File: config.mk
export PLATFORM = sky130hd
export DESIGN_NAME = mem_arbiter
export DESIGN_NICKNAME = d
export VERILOG_FILES = /design/src/rtl/mem_arbiter.sv
export SDC_FILE = /design/constraint.sdc
export NUM_CORES = 1
export LEC_CHECK = 0
export ABC_AREA = 1
export CAP_MARGIN = 20
export CORE_AREA = 2 2 660 662
export DETAILED_ROUTE_END_ITERATION = 16
export DIE_AREA = 0 0 662 664
export DONT_BUFFER_PORTS = 1
export GPL_ROUTABILITY_DRIVEN = 1
export PLACE_DENSITY = 0.3
export REMOVE_ABC_BUFFERS = 1
export SLEW_MARGIN = 20
export SYNTH_ARGS = -nofsm -noshare
export SYNTH_HDL_FRONTEND = slang
export SYNTH_SLANG_ARGS = --single-unit
File: constraint.sdc
create_clock -name clk_i -period 1.73 [get_ports clk_i]
set_input_delay 0.4325 -clock clk_i [delete_from_list [all_inputs] [get_ports clk_i]]
set_output_delay 0.4325 -clock clk_i [all_outputs]
set_load 0.03 [all_outputs]
File: src/rtl/mem_arbiter.sv
// mem_arbiter: round-robin arbiter serialising icache and dcache line transactions onto one memory port
module mem_arbiter #(
  parameter int ADDR_W = 32,
  parameter int DATA_W = 256
) (
  input  logic              clk_i,
  input  logic              rst_i,
  input  logic              req0_enable_i,
  input  logic              req0_write_i,
  input  logic [ADDR_W-1:0] req0_addr_i,
  input  logic [DATA_W-1:0] req0_data_i,
  output logic [DATA_W-1:0] req0_data_o,
  output logic              req0_ack_o,
  input  logic              req1_enable_i,
  input  logic              req1_write_i,
  input  logic [ADDR_W-1:0] req1_addr_i,
  input  logic [DATA_W-1:0] req1_data_i,
  output logic [DATA_W-1:0] req1_data_o,
  output logic              req1_ack_o,
  output logic              mem_enable_o,
  output logic              mem_write_o,
  output logic [ADDR_W-1:0] mem_addr_o,
  output logic [DATA_W-1:0] mem_data_o,
  input  logic [DATA_W-1:0] mem_data_i,
  input  logic              mem_ack_i,
  output logic [31:0]       cnt0_o,
  output logic [31:0]       cnt1_o
);
  localparam logic [1:0] IDLE  = 2'd0;
  localparam logic [1:0] BUSY0 = 2'd1;
  localparam logic [1:0] BUSY1 = 2'd2;
  logic [1:0] state;
  logic       last;
  logic       g1;
  assign g1          = req1_enable_i & (~req0_enable_i | ~last);
  assign req0_ack_o  = mem_ack_i & (state == BUSY0);
  assign req1_ack_o  = mem_ack_i & (state == BUSY1);
  assign req0_data_o = (state == BUSY0) ? mem_data_i : '0;
  assign req1_data_o = (state == BUSY1) ? mem_data_i : '0;
  // grant in IDLE capturing the winner's operands, release on memory ack and count completions
  always_ff @(posedge clk_i or negedge rst_i) begin
    if (!rst_i) begin
      state        <= IDLE;
      last         <= 1'b0;
      mem_enable_o <= 1'b0;
      mem_write_o  <= 1'b0;
      mem_addr_o   <= '0;
      mem_data_o   <= '0;
      cnt0_o       <= '0;
      cnt1_o       <= '0;
    end else if (state == IDLE) begin
      if (req0_enable_i | req1_enable_i) begin
        state        <= g1 ? BUSY1 : BUSY0;
        last         <= g1;
        mem_enable_o <= 1'b1;
        mem_write_o  <= g1 ? req1_write_i : req0_write_i;
        mem_addr_o   <= g1 ? req1_addr_i : req0_addr_i;
        mem_data_o   <= g1 ? req1_data_i : req0_data_i;
      end
    end else if (mem_ack_i) begin
      state        <= IDLE;
      mem_enable_o <= 1'b0;
      mem_write_o  <= 1'b0;
      if (state == BUSY0 && cnt0_o != '1) cnt0_o <= cnt0_o + 32'd1;
      if (state == BUSY1 && cnt1_o != '1) cnt1_o <= cnt1_o + 32'd1;
    end
  end
endmodule

# Word level (Yosys, flattened, before mapping)
# Cells that the tools add are included.
[totals]
ram_bits = 0
latchBits = 0
mem_count = 0
rom_bits = 0
output_inout_bits = 868
regBits = 357
elab_cells = 45
inputBits = 839
[op_classes]
n_reduce_logical = 8
bitwise_logic = 8
add_sub_neg = 2
div = 0
mul = 0
shift = 0
eq_ne = 5
mux = 14
order_cmp = 0
[op_table]
columns = ["op", "n"]
rows = [
  ["$mux 256", 3],
  ["$add 32x1->32 const B", 2],
  ["$ne 32x32->1 const B", 2],
  ["$mux 32", 1],
  ["$mux 2", 4],
  ["$mux 1", 6],
  ["$reduce_and 3->1", 2],
  ["$reduce_and 2->1", 2],
  ["$and 1x1->1", 3],
  ["$not 1->1", 3],
  ["$eq 2x1->1 const B", 1],
  ["$eq 2x2->1 const B", 1],
  ["$logic_and 1x1->1", 2],
  ["$logic_not 2->1", 1],
  ["$ne 2x1->1 const B", 1],
  ["$or 1x1->1", 2],
  ["$reduce_bool 2->1", 1],
]

# Logic depth before layout (Yosys ltp)
[logic_depth]
ltp_word = 6
depth_mapped = 11
depth_no_buf = 10

# Least setup slack after synthesis
# Ideal clock, no wire load.
[synth_path]
kind = "flip-flop to flip-flop"
start = "register cnt1_o[0]"
end = "register cnt1_o[29]"
required_ps = 1613
period_less_slack_ps = 1839
stages_incl_launch_ff = 12
setup_slack_ps = -109
t_arrival_ps = 1722
path_buffers = 1
setup_time_ps = 117
path_cell_list = "dfrtp_1 > ha_1 > inv_1 > nor2_4 > nand2_4 > nor2_4 > nand2_4 > nand2_4 > inv_4 > buf_6 > nand2_1 > nand2_1"
[synth_via]
elab_chain_len = 3
word_cells_on_any_way = 4
cone_classes = "1 x add/sub; 1 x eq/ne; 2 x reduce/logical"
[synth_lines]
columns = ["item", "line", "rtl"]
rows = [
  ["start: declaration", "27", "output logic [31:0] cnt1_o"],
  ["start signal: assignment", "65", "if (state == BUSY1 && cnt1_o != '1) cnt1_o <= cnt1_o + 32'd1;"],
  ["parallel branches: the longest is 3 deep, another holds $add 32x1->32", "-", ""],
]
# Several ways; the timed one is not identified.
# A chain may end at the register's enable or synchronous reset.

# Worst setup path in the final report
[layout_path]
start = "register state[1]"
end = "output port req0_data_o[32]"
[layout_via]
elab_chain_len = 2
[layout_lines]
columns = ["item", "line", "rtl"]
rows = [
  ["start: declaration", "32", "logic [1:0] state;"],
  ["start signal: assignment", "53", "state <= g1 ? BUSY1 : BUSY0;"],
  ["$eq 2x1->1", "38", "assign req0_data_o = (state == BUSY0) ? mem_data_i : '0;"],
  ["$mux 256", "38", ""],
  ["end: declaration", "12", "output logic [DATA_W-1:0] req0_data_o,"],
]
# Every way passes these cells.

==> metrics.txt <==
CTS root buf=clkbuf_16; pins over their slew limit=52; post-synth top area share=0.4467; leakage=0.01926 uW; 1st-pass router iterations=7; # DRC=0; CP Max Fanout=51; Hold-fix buffers, CTS=575; commonest non-fill, non-tap cell in the layout=nand2_1; Final Hold Viols=357; post-route cell area=44790 um^2; TritonCTS Buffers=46; final worst path period need=2.695 ns; Congestion Overflow GR=0; YS warnings=0; most frequent cells in the layout=1225 x nand2_1, 575 x dlygate4sd3_1, 545 x buf_4, 413 x nor2_1, 355 x dfrtp_1; final worst slack=-0.9646 ns; clock skew=0.02445 ns; Iter 0 DRT Violations=1793; Crit path top cell by count=buf_16; layout cells sized above 1=0.2628; fin crit share=1.558; Routed WL per cell=29.03 um; Gate Count Post-Synth=3071; CP max stage delay=0.47 ns; total die area=439600 um^2; Slew @ Worst Pin=1.557 ns; P per Cell Area=1609 nW/um^2; crit path cell chain=inv_4, nand2_8, buf_16, buf_16, nor2_1, buf_4; Die H=664 um; register area share after synthesis=0.4467; initial core utilization=0.04622; Mean Syn Cell Area=6.512 um^2; Startpoint Class=register; Hold Path Class=in -> async; clock slew seen by the registers of the worst setup and hold paths=0.06 ns; endpoints failing setup=912; max cap viols=0; Worst-Skew Late Latency=0.67 ns; HPWL Detailed=260.1 mm; Core Area=432700 um^2; count of cell types in the netlist=27; Global Route Usage Sum=0.1289; Power Total=72090 uW; first-pass GRT wire length=354.8 mm; area delta synth->final=124.0%; unrepaired setup endpoints after global routing=yes; Required @ worst endpoint=1.30 ns; post-synthesis cell area=20000 um^2; post-synthesis register bit count=357; Die Wd=662 um; final antenna-violating net count=0; PortBufs=0; num rows=242; worst setup path category=reg -> out; peak supply drop=0.0007713 V; vias per cell=2.642; DRT Wirelength=296.9 mm; Worst setup EP type=output pin; Fmax achieved=371.1 MHz; DR vias=27030; CTS tree=built; Slowest-stage cell, CP=dfrtp_2; vias in the first global route=26580; Final nets=5233; CP arrival=2.26 ns; DP Area=35170 um^2; Sink Count=357; outcome=finished with violations; Area contributors post-synth=dfrtp_1 45%, nand2_1 23%, nor2_1 11%; post-synth top area cell=dfrtp_1; worst rel slew slack=-0.03806; H-tree depth=2; failing checks=hold timing, slew limit, setup timing; largest net degree at the start of global routing=358; Hold Slack=-0.5166 ns; RePlAce Congestion=0.8830; initial antenna violation count=241; clock buffer depth=3; IO Pins=1707; Fill cells=50420
[flip-flops by register name (all words and copies together), names as in the netlist]
name          cells
mem_data_o      256
cnt0_o           32
cnt1_o           32
mem_addr_o       32
state             2
last              1
mem_enable_o      1
mem_write_o       1
[logic make-up after synthesis]
group           after synthesis  synth area share
flops                       357            0.4467
buf+inv                     476           0.09623
simple gates               2194            0.4398
fa+ha+maj                     2          0.001251
xor+xnor                     27           0.01183
compound gates               15          0.004130
[worst max-delay path: cells and delay by family, from the launching register on]
kind	cells	cell delay [ns]
and+or+nand+nor	2	0.24
buffers and inverters	4	0.74
DFF	1	0.47
[synth_stat cells]
cell type  number
a22oi_1         1
buf_1           3
buf_2          54
buf_4           8
buf_6           5
clkbuf_1       91
dfrtp_1       357
ha_1            2
inv_1         312
inv_2           2
inv_4           1
nand2_1      1227
nand2_2         1
nand2_4         6
nand3_1       323
nand3b_1        4
nand4_1         9
nor2_1        609
nor2_2          7
nor2_4          7
nor3_1          1
o21ai_0         6
o21ai_1         6
o21ai_2         1
o22ai_1         1
xnor2_1        13
xor2_1         14
[stage by stage]
step / hold slack, ns / utilization / std cells / TNS (ns) / worst slack [ns]
6_report: -0.5166 / 0.1035 / 10230 / -504.90 / -0.9646
5_1_grt: -0.5906 / 0.1034 / 10200 / -580.57 / -1.004
4_1_cts: -0.6231 / 0.1007 / 10150 / -562.22 / -1.018
3_5_place_dp: 0.1503 / 0.08129 / 9471 / -126.52 / -0.5137
3_3_place_gp: 0.1535 / 0.08129 / 9471 / -146.12 / -0.5117
2_1_floorplan: 0.1369 / - / 2910 / -8117.44 / -20.04
[path summary, 6_finish.rpt]
path,start,end,slack [ns],cells after the start
worst max-delay path,state[1],req0_data_o[32],-0.96,6
worst min-delay path,rst_i,mem_data_o[169],-0.52,0
worst max register to register,state[0],mem_data_o[58],-0.42,9
worst min register to register,last,last,0.51,2
max in group asynchronous,rst_i,cnt0_o[24],1.00,0
min in group clk_i,req1_addr_i[5],mem_addr_o[5],0.06,2
[final cells by class]
| class | count | area, um^2 | area share |
|---|---|---|---|
| repair buffers | 1434 | 15420 | 0.3443 |
| diodes | 65 | 162.7 | 0.003631 |
| clock buffers | 65 | 1353 | 0.03020 |
| inverters | 315 | 1187 | 0.02651 |
| flip-flops and latches | 357 | 8936 | 0.1995 |
| clock inverters | 20 | 320.3 | 0.007151 |
| multi-input cells | 2238 | 10240 | 0.2285 |
| well taps | 5734 | 7174 | 0.1602 |
[power by group]
part	internal (uW)	switching [uW]
clock network	6520	4610
registers	11700	10000
logic	14700	24600
total	32900	39200
[layer usage]
layer,global-route usage,part of all wire
met5,0,0.0014
met4,0.06507,0.053
met3,0.03227,0.066
met2,0.2568,0.56
met1,0.1189,0.32
[what timing repair did]
item	in CTS	in global routing
pin swaps	4	4
gates cloned	5	11
buffers inserted	12	7
endpoints found under the hold margin	648	357
gates resized for setup	181	205
endpoints found under the setup margin	1100	1013
Power figures use the tool's default switching activity.
